`config.mk`:
```
export PLATFORM = sky130hd
export DESIGN_NAME = cnc_engine_flat
export DESIGN_NICKNAME = d
export VERILOG_FILES = /design/src/rtl/cnc_pkg.sv /design/src/rtl/cnc_if.sv /design/src/rtl/cnc_alu.sv /design/src/rtl/cnc_engine.sv /design/src/flat_wrapper.sv
export SDC_FILE = /design/constraint.sdc
export NUM_CORES = 1
export LEC_CHECK = 0
export CAP_MARGIN = 25
export CORE_UTILIZATION = 30
export CTS_BUF_LIST = sky130_fd_sc_hd__clkbuf_8 sky130_fd_sc_hd__clkbuf_16
export DETAILED_ROUTE_END_ITERATION = 16
export SLEW_MARGIN = 20
export SYNTH_ARGS = -nofsm -noshare
export SYNTH_HDL_FRONTEND = slang
export SYNTH_HIERARCHICAL = 1
export SYNTH_SLANG_ARGS = --single-unit
```
`constraint.sdc`:
```
create_clock -name clk -period 6.8 [get_ports clk]
set_input_delay 1.02 -clock clk [delete_from_list [all_inputs] [get_ports clk]]
set_output_delay 1.02 -clock clk [all_outputs]
set_load 0.005 [all_outputs]
```
`src/rtl/cnc_pkg.sv`:
```
// Shared types and constants for the CNC streaming reduction engine.
package cnc_pkg;

    localparam int CNC_DATA_W  = 8;
    localparam int CNC_OUT_W   = 17;
    localparam int CNC_MAX_LEN = 512;

    localparam logic [CNC_OUT_W-1:0] CNC_SAT = '1;

    typedef enum logic [1:0] {
        CNC_SUM = 2'b00,
        CNC_MAX = 2'b01,
        CNC_MIN = 2'b10,
        CNC_MAC = 2'b11
    } cnc_mode_e;

    typedef enum logic {
        ST_IDLE,
        ST_ACCUM
    } cnc_state_e;

endpackage

```
`src/rtl/cnc_if.sv`:
```
// CNC stimulus interface: framed samples in, one strobed result per frame out.
interface cnc_if
    import cnc_pkg::*;
#(
    parameter int DATA_W = CNC_DATA_W,
    parameter int OUT_W  = CNC_OUT_W
);
    logic              in_en;
    logic [1:0]        mode;
    logic [DATA_W-1:0] in_data;
    logic              out_en;
    logic [OUT_W-1:0]  out_data;

    modport master (output in_en, output mode, output in_data,
                    input  out_en, input  out_data);

    modport slave  (input  in_en, input  mode, input  in_data,
                    output out_en, output out_data);
endinterface

```
`src/rtl/cnc_alu.sv`:
```
// Combinational fold step: combines one sample into the running frame state.
module cnc_alu
    import cnc_pkg::*;
#(
    parameter int DATA_W = CNC_DATA_W,
    parameter int OUT_W  = CNC_OUT_W
) (
    input  cnc_mode_e         mode_i,
    input  logic [OUT_W-1:0]  acc_i,
    input  logic [DATA_W-1:0] held_i,
    input  logic              pair_i,
    input  logic [DATA_W-1:0] sample_i,
    input  logic              first_i,
    output logic [OUT_W-1:0]  acc_o,
    output logic [DATA_W-1:0] held_o,
    output logic              pair_o
);
    localparam logic [OUT_W-1:0] SAT = {OUT_W{1'b1}};

    logic [OUT_W-1:0]    sample_ext;
    logic [2*DATA_W-1:0] product;
    logic [OUT_W:0]      sum_wide;
    logic [OUT_W:0]      mac_wide;

    assign sample_ext = OUT_W'(sample_i);
    assign product    = (2*DATA_W)'(held_i) * (2*DATA_W)'(sample_i);
    // One extra carry bit detects overflow; once saturated the sum stays pinned.
    assign sum_wide   = {1'b0, acc_i} + (OUT_W+1)'(sample_i);
    assign mac_wide   = {1'b0, acc_i} + (OUT_W+1)'(product);

    always_comb begin
        // NOTE: every output gets a default first so no path leaves it unassigned (no latch).
        acc_o  = acc_i;
        held_o = held_i;
        pair_o = pair_i;
        if (first_i) begin
            if (mode_i == CNC_MAC) begin
                acc_o  = '0;
                held_o = sample_i;
                pair_o = 1'b1;
            end else begin
                acc_o  = sample_ext;
                held_o = '0;
                pair_o = 1'b0;
            end
        end else begin
            unique case (mode_i)
                CNC_SUM: acc_o = sum_wide[OUT_W] ? SAT : sum_wide[OUT_W-1:0];
                CNC_MAX: acc_o = (sample_ext > acc_i) ? sample_ext : acc_i;
                CNC_MIN: acc_o = (sample_ext < acc_i) ? sample_ext : acc_i;
                CNC_MAC: begin
                    if (pair_i) begin
                        acc_o  = mac_wide[OUT_W] ? SAT : mac_wide[OUT_W-1:0];
                        pair_o = 1'b0;
                    end else begin
                        held_o = sample_i;
                        pair_o = 1'b1;
                    end
                end
            endcase
        end
    end
endmodule

```
`src/rtl/cnc_engine.sv`:
```
// Frame FSM, sample counter and registered result strobe for the CNC engine.
module cnc_engine
    import cnc_pkg::*;
#(
    parameter int DATA_W  = CNC_DATA_W,
    parameter int OUT_W   = CNC_OUT_W,
    parameter int MAX_LEN = CNC_MAX_LEN
) (
    input  logic  clk,
    input  logic  reset,
    cnc_if.slave  cnc
);
    localparam int             CNT_W   = $clog2(MAX_LEN + 1);
    localparam logic [CNT_W-1:0] CNT_MAX = CNT_W'(MAX_LEN);

    cnc_state_e        state_q, state_d;
    cnc_mode_e         mode_q, mode_d;
    logic [OUT_W-1:0]  acc_q, acc_d;
    logic [DATA_W-1:0] held_q, held_d;
    logic              pair_q, pair_d;
    logic [CNT_W-1:0]  count_q, count_d;
    logic              out_en_q, out_en_d;
    logic [OUT_W-1:0]  out_data_q, out_data_d;

    logic              close, start, fold;
    cnc_mode_e         alu_mode;
    logic [OUT_W-1:0]  alu_acc;
    logic [DATA_W-1:0] alu_held;
    logic              alu_pair;

    // A close and a new start may share one edge: forced close with in_en still high.
    assign close    = (state_q == ST_ACCUM) && (!cnc.in_en || count_q == CNT_MAX);
    assign start    = cnc.in_en && ((state_q == ST_IDLE) || close);
    assign fold     = (state_q == ST_ACCUM) && cnc.in_en && !close;
    assign alu_mode = start ? cnc_mode_e'(cnc.mode) : mode_q;

    cnc_alu #(.DATA_W(DATA_W), .OUT_W(OUT_W)) u_alu (
        .mode_i   (alu_mode),
        .acc_i    (acc_q),
        .held_i   (held_q),
        .pair_i   (pair_q),
        .sample_i (cnc.in_data),
        .first_i  (start),
        .acc_o    (alu_acc),
        .held_o   (alu_held),
        .pair_o   (alu_pair)
    );

    always_comb begin
        state_d    = state_q;
        mode_d     = mode_q;
        acc_d      = acc_q;
        held_d     = held_q;
        pair_d     = pair_q;
        count_d    = count_q;
        out_en_d   = 1'b0;
        out_data_d = '0;
        if (close) begin
            out_en_d   = 1'b1;
            out_data_d = acc_q;
            state_d    = ST_IDLE;
        end
        if (start) begin
            state_d = ST_ACCUM;
            mode_d  = cnc_mode_e'(cnc.mode);
            acc_d   = alu_acc;
            held_d  = alu_held;
            pair_d  = alu_pair;
            count_d = CNT_W'(1);
        end else if (fold) begin
            acc_d   = alu_acc;
            held_d  = alu_held;
            pair_d  = alu_pair;
            count_d = count_q + CNT_W'(1);
        end
    end

    // NOTE: state registers use non-blocking assignments so every flop samples pre-edge values.
    always_ff @(posedge clk) begin
        if (reset) begin
            state_q    <= ST_IDLE;
            mode_q     <= CNC_SUM;
            acc_q      <= '0;
            held_q     <= '0;
            pair_q     <= 1'b0;
            count_q    <= '0;
            out_en_q   <= 1'b0;
            out_data_q <= '0;
        end else begin
            state_q    <= state_d;
            mode_q     <= mode_d;
            acc_q      <= acc_d;
            held_q     <= held_d;
            pair_q     <= pair_d;
            count_q    <= count_d;
            out_en_q   <= out_en_d;
            out_data_q <= out_data_d;
        end
    end

    assign cnc.out_en   = out_en_q;
    assign cnc.out_data = out_data_q;
endmodule

```
`src/flat_wrapper.sv`:
```
// flat-port wrapper written by rule: the top's interface ports become plain ports
module cnc_engine_flat import cnc_pkg::*;
#(
    parameter int DATA_W  = CNC_DATA_W,
    parameter int OUT_W   = CNC_OUT_W,
    parameter int MAX_LEN = CNC_MAX_LEN
)
  (clk, reset, cnc_in_en, cnc_mode, cnc_in_data, cnc_out_en, cnc_out_data);
  cnc_if #(.DATA_W(DATA_W), .OUT_W(OUT_W)) cnc_i ();
  input  logic clk;
  input  logic reset;
  input wire logic [$bits(cnc_i.in_en)-1:0] cnc_in_en;
  input wire logic [$bits(cnc_i.mode)-1:0] cnc_mode;
  input wire logic [$bits(cnc_i.in_data)-1:0] cnc_in_data;
  output wire logic [$bits(cnc_i.out_en)-1:0] cnc_out_en;
  output wire logic [$bits(cnc_i.out_data)-1:0] cnc_out_data;
  assign cnc_i.in_en = cnc_in_en;
  assign cnc_i.mode = cnc_mode;
  assign cnc_i.in_data = cnc_in_data;
  assign cnc_out_en = cnc_i.out_en;
  assign cnc_out_data = cnc_i.out_data;
  cnc_engine #(.DATA_W(DATA_W), .OUT_W(OUT_W), .MAX_LEN(MAX_LEN)) u_core (.clk(clk), .reset(reset), .cnc(cnc_i));
endmodule
```
# Word-level counts from Yosys, hierarchy flattened
# Cells that the tools add are included.
# word_totals
regBits	57
out_inout_bits	18
# op_classes
bitwise	2
magnitude_cmp	2
reduce_logical	13
muxes	28
n_eq_ne	4
addsub	3
n_mul	1
# op_table
operator	n
$mux W17	8
$pmux W17 S4	1
$mux W8	7
$add A17 B16 Y18	1
$add A17 B8 Y18	1
$gt A8 B17 Y1	1
$lt A8 B17 Y1	1
$mul A8 B8 Y16	1
$mux W1	11
$add A10 B1 Y10 const B	1
$eq A10 B10 Y1 const B	1
$eq A2 B2 Y1 const B	2
$logic_and A1 B1 Y1	4
$reduce_bool A2 Y1	2
$reduce_or A2 Y1	2
$eq A2 B1 Y1 const B	1
$logic_not A1 Y1	2
$logic_not A2 Y1	1
$logic_or A1 B1 Y1	2
$mux W2	1
$not A1 Y1	2

# Longest topological paths before layout
# depth
depth_word	11
mapped_depth	23

# Hierarchy
# Netlist, hierarchy kept.
# modules_own_cells
mod	cells_each	n_inst	seq_area_each_um2	area_each_um2
cnc_alu	588	1	0.0	4615.7
cnc_engine	192	1	1141.1	2050.7

# Worst setup path after synthesis
# No wires, ideal clock.
# synth_timing
path_kind	input to register
startpoint	input cnc_in_data[7]
endpoint	register u_core.acc_q[12]
path_slack_ns	1.073
path_buffers	3
required_time_ns	6.735
cell_stages	20
arrival_ns	5.662
cell_sequence	clkbuf_1 and2_1 fa_1 fa_1 inv_1 fa_1 fa_1 inv_1 ha_1 and3_4 and3_4 o21ai_2 a2111o_1 and3_1 buf_6 buf_8 a31o_1 a221oi_2 mux2i_1 nor2_1
# synth_between
elab_chain_cells	8
word_cells_on_any_way	14
classes_between	add/sub (2); mul (1); order compare (2); mux (9)
# synth_rtl
item	line	rtl
from (decl)	flat_wrapper.sv:14	input wire logic [$bits(cnc_i.in_data)-1:0] cnc_in_data;
$mul A8 B8 Y16	cnc_alu.sv:26	assign product = (2*DATA_W)'(held_i) * (2*DATA_W)'(sample_i);
$add A17 B16 Y18	cnc_alu.sv:29	assign mac_wide = {1'b0, acc_i} + (OUT_W+1)'(product);
$mux W17	cnc_alu.sv:53	acc_o = mac_wide[OUT_W] ? SAT : mac_wide[OUT_W-1:0];
$mux W17	cnc_alu.sv:52	if (pair_i) begin
$pmux W17 S4 *	cnc_alu.sv:47	unique case (mode_i)
$mux W17 *	cnc_alu.sv:36	if (first_i) begin
$mux W17	cnc_engine.sv:70	end else if (fold) begin
$mux W17 *	cnc_engine.sv:63	if (start) begin
net u_core.acc_d[12]	cnc_engine.sv:18	logic [OUT_W-1:0] acc_q, acc_d;
to (signal assigned)	cnc_engine.sv:83	acc_q <= '0;
to (signal assigned)	cnc_engine.sv:92	acc_q <= acc_d;
to (decl)	cnc_engine.sv:18	
# Mark *: on every way through the listed nets, which the timed path passes. The rest lies on a longest branch. The select of a mux whose other input is x is not followed.
# A chain may end at the register's enable or synchronous reset.

# Final worst setup path
# layout_timing
startpoint	input cnc_in_data[5]
endpoint	register u_core.acc_q[2]
# Same word-level chain as after synthesis.

==> load_flow_metrics.sql <==
INSERT INTO impl_metrics (metric_group, metric, value, unit) VALUES
('status', 'status', 'finished clean', ''),
('clock_tree', 'clk_pin_slew_worst_paths', '0.05', 'ns'),
('run', 'max_cap_viol_count', '0', ''),
('synth', 'synth_top_cell_area_share', '0.171', ''),
('cells_and_area', 'final-instance-count-excl-fill', '1087', ''),
('timing', 'setup_tns_final', '0', 'ns'),
('setup_path', 'rrSetupSlack', '1.19', 'ns'),
('drt', 'firstDrtPassIters', '5', ''),
('clock_tree', 'cts-buffers-inserted', '9', ''),
('pwr', 'leakagePower', '3.35', 'nW'),
('synth', 'post_synth_instance_area', '6670', 'um2'),
('clock_tree', 'cts.hold.buffers_added', '0', ''),
('global_routing', 'first_global_vias', '5564', ''),
('drt', 'number_of_antenna_violating_nets_in_the_routed_design', '0', ''),
('synth', 'synth.largest_area_cell', 'sky130_fd_sc_hd__dfxtp_1', ''),
('synth', 'synth-seq-area-share', '0.171', ''),
('drt', 'num_vias', '5579', ''),
('synth', 'synth.lib_cells_used.distinct', '84', ''),
('timing', 'maxSlewViolCount', '0', ''),
('clock_tree', 'cts_repair_resize_count', '0', ''),
('setup_path', 'regToRegStartpoint', 'u_core/held_q[5]', ''),
('pwr', 'peakVddDrop', '0.109', 'mV'),
('timing', 'timing.slew.headroom', '0.395', ''),
('floorplan', 'io_pins', '31', ''),
('synth', 'yosys_most_used_dff', 'sky130_fd_sc_hd__dfxtp_1', ''),
('cells_and_area', 'post_route_cells_drive_above_1_share', '0.0793', ''),
('setup_path', 'cp-start-kind', 'input port', ''),
('setup_path', 'endpoint_kind', 'register', ''),
('floorplan', 'die-area', '22800', 'um2'),
('clock_tree', 'clock_tree.htree_level_count', '3', ''),
('timing', 'fin_skew', '0.00263', 'ns'),
('timing', 'period_share', '0.942', ''),
('drt', 'routed_wl', '18400', 'um'),
('pwr', 'power_density', '156', 'nW/um2'),
('setup_path', 'worst_path_class_setup', 'in -> reg', ''),
('drt', 'detail_route.wl_per_cell', '16.9', 'um'),
('setup_path', 'worstPathRequired', '7.01', 'ns'),
('floorplan', 'fp.dieH', '151', 'um'),
('synth', 'synth.ff_latch_count', '57', ''),
('timing', 'timing.fmax', '156', 'MHz'),
('setup_path', 'startpoint', 'cnc_in_data[5]', ''),
('setup_path', 'path_max_fanout', '13', ''),
('floorplan', 'core.rowCount', '54', ''),
('drt', 'routed_via_density', '5.13', ''),
('cells_and_area', 'design.final.nets', '924', ''),
('place', 'place.detailed.hpwl', '14200', 'um'),
('global_routing', 'globalRoute.totalOverflow', '0', ''),
('pwr', 'p_total', '1.18', 'mW'),
('synth', 'largest_cells_by_area_after_synthesis', 'sky130_fd_sc_hd__dfxtp_1, sky130_fd_sc_hd__fa_1, sky130_fd_sc_hd__ha_1', ''),
('cells_and_area', 'multi_input_comb_area', '4910', 'um2'),
('timing', 'timing.final.hold_violations', '0', ''),
('drt', 'post-route-drc-count', '0', ''),
('global_routing', 'grt_first_pass_wirelength', '30700', 'um'),
('cells_and_area', 'antenna_cells_inserted', '0', ''),
('synth', 'net_count_after_synthesis', '902', ''),
('place', 'dpl.cell_count', '1071', ''),
('synth', 'synth_cells', '780', ''),
('place', 'place.port_buffers', '30', ''),
('cells_and_area', 'area_growth_syn_to_layout', '13.3', '%'),
('place', 'place_congestion', '0.878', ''),
('global_routing', 'maximum_number_of_pins_on_one_net_before_global_route_repair', '36', ''),
('setup_path', 'worst_setup_path_endpoint', 'u_core/acc_q[2]', ''),
('floorplan', 'floorplan.initialDensity', '0.305', ''),
('synth', 'synth_enable_flop_cells', '0', ''),
('clock_tree', 'root_buffer', 'sky130_fd_sc_hd__clkbuf_16', ''),
('setup_path', 'cells_on_worst_reg2reg_path', '16', ''),
('synth', 'synthesis.yosys.warnings', '6', ''),
('clock_tree', 'cts_tree', 'yes', ''),
('drt', 'drt-initial-drc-count', '447', ''),
('cells_and_area', 'seqCellArea', '1140', 'um2'),
('clock_tree', 'postCtsSetupBuffers', '0', '');
## cells in the mapped netlist, types with 5 or more instances
| cell | number |
|---|---|
| sky130_fd_sc_hd__o21ai_0 | 20 |
| sky130_fd_sc_hd__a211oi_1 | 8 |
| sky130_fd_sc_hd__o21ai_1 | 6 |
| sky130_fd_sc_hd__fa_1 | 51 |
| sky130_fd_sc_hd__o21a_1 | 5 |
| sky130_fd_sc_hd__ha_1 | 58 |
| sky130_fd_sc_hd__xor2_1 | 15 |
| sky130_fd_sc_hd__a31oi_1 | 14 |
| sky130_fd_sc_hd__nand2_1 | 51 |
| sky130_fd_sc_hd__and2_1 | 55 |
| sky130_fd_sc_hd__a21o_1 | 6 |
| sky130_fd_sc_hd__nand3_1 | 10 |
| sky130_fd_sc_hd__a31o_1 | 5 |
| sky130_fd_sc_hd__inv_1 | 104 |
| sky130_fd_sc_hd__o21bai_1 | 8 |
| sky130_fd_sc_hd__buf_2 | 8 |
| sky130_fd_sc_hd__xnor2_1 | 13 |
| sky130_fd_sc_hd__nor3_1 | 8 |
| sky130_fd_sc_hd__nand2b_1 | 7 |
| sky130_fd_sc_hd__a21oi_1 | 28 |
| sky130_fd_sc_hd__nor2_1 | 61 |
| sky130_fd_sc_hd__a221oi_2 | 6 |
| sky130_fd_sc_hd__a22o_1 | 9 |
| sky130_fd_sc_hd__mux2i_1 | 29 |
| sky130_fd_sc_hd__dfxtp_1 | 57 |
| sky130_fd_sc_hd__nor2b_1 | 8 |
| sky130_fd_sc_hd__a2111o_1 | 6 |
| sky130_fd_sc_hd__nand4_1 | 5 |
| sky130_fd_sc_hd__o31ai_1 | 5 |
| sky130_fd_sc_hd__clkbuf_1 | 22 |
| sky130_fd_sc_hd__o211ai_1 | 7 |
## worst min-delay path by stage
stage	startpoint	end	slack [ns]	cells past startpoint
after floorplan	u_core/count_q[1]	u_core/count_q[1]	0.46	2
after global placement	u_core/count_q[1]	u_core/count_q[1]	0.48	2
after detailed placement	u_core/count_q[1]	u_core/count_q[1]	0.49	2
after CTS	u_core/count_q[1]	u_core/count_q[1]	0.49	2
after global routing	u_core/count_q[1]	u_core/count_q[1]	0.53	2
final	u_core/count_q[1]	u_core/count_q[1]	0.49	2
## layer usage
metal  global-route usage  share of wire  vias up
met5                    0              0        -
met4               0.0395          0.013        0
met3               0.0256          0.052       25
met2                0.264           0.43      164
met1                0.260           0.50     2663
li1                     -              -     2727
## worst max-delay path, cell delays in order
cell                              delay (ns)
sky130_fd_sc_hd__clkdlybuf4s50_1        0.68
sky130_fd_sc_hd__and2_1                 0.20
sky130_fd_sc_hd__fa_1                   0.45
sky130_fd_sc_hd__fa_1                   0.55
sky130_fd_sc_hd__inv_1                  0.05
sky130_fd_sc_hd__fa_1                   0.50
sky130_fd_sc_hd__fa_1                   0.54
sky130_fd_sc_hd__inv_1                  0.04
sky130_fd_sc_hd__ha_1                   0.35
sky130_fd_sc_hd__a21o_1                 0.22
sky130_fd_sc_hd__a221oi_2               0.41
sky130_fd_sc_hd__a2111o_1               0.27
sky130_fd_sc_hd__and3_1                 0.63
sky130_fd_sc_hd__a31oi_1                0.19
sky130_fd_sc_hd__a221o_1                0.32
sky130_fd_sc_hd__mux2i_1                0.13
sky130_fd_sc_hd__nor2_1                 0.05
## cell type report
| class | count | area share |
|---|---|---|
| tap | 280 | 0.0464 |
| inverter | 108 | 0.0555 |
| clock inverter | 7 | 0.00945 |
| timing repair buffer | 48 | 0.0570 |
| clock buffer | 9 | 0.0298 |
| sequential | 57 | 0.151 |
| multi-input combinational | 578 | 0.651 |
## flip-flops by register name, summed over array words and instances (netlist names)
| register | flops |
|---|---|
| u_core/cnc.out_en | 1 |
| u_core/acc_q | 17 |
| u_core/held_q | 8 |
| u_core/mode_q | 2 |
| u_core/cnc.out_data | 17 |
| u_core/state_q | 1 |
| u_core/count_q | 10 |
| u_core/pair_q | 1 |
## stage by stage
| step | hold WS (ns) | utilization | setup WS (ns) | instance area, um2 |
|---|---|---|---|---|
| CTS | 0.493 | 0.346 | 0.445 | 7550 |
| detailed placement | 0.485 | 0.332 | 0.115 | 7250 |
| global route | 0.535 | 0.346 | 0.149 | 7550 |
| global placement | 0.478 | 0.332 | 0.202 | 7250 |
| finish | 0.489 | 0.346 | 0.393 | 7550 |
| floorplan | 0.457 | - | 1.07 | 6670 |
## placed cells by master (no fill, tap or decap), drive strengths merged, types with 13 or more instances in the layout
| cell | count |
|---|---|
| fa | 51 |
| xnor2 | 13 |
| a21oi | 30 |
| a31oi | 14 |
| dfxtp | 57 |
| nor2 | 61 |
| o21ai | 27 |
| and2 | 55 |
| clkdlybuf4s50 | 29 |
| buf | 19 |
| xor2 | 15 |
| mux2i | 29 |
| ha | 58 |
| inv | 107 |
| nand2 | 51 |
## logic make-up (layout without fill, tap and decap cells)
logic type | Yosys count | after routing | share of synthesized area
and+or+nand+nor | 233 | 233 | 0.188
AOI/OAI and AO/OA | 177 | 177 | 0.203
adders and majority gates | 109 | 109 | 0.262
DFF | 57 | 57 | 0.171
buffers and inverters | 145 | 172 | 0.0920
muxes | 31 | 31 | 0.0469
xor gates and xnor gates | 28 | 28 | 0.0368
## power by group
group          leakage [nW]  internal, mW  total, mW  switching [mW]
clock                 0.143         0.283      0.451           0.169
sequential            0.462         0.346      0.370          0.0240
combinational          2.74         0.141      0.356           0.215
Note: power is estimated with default switching activity, not from simulation.
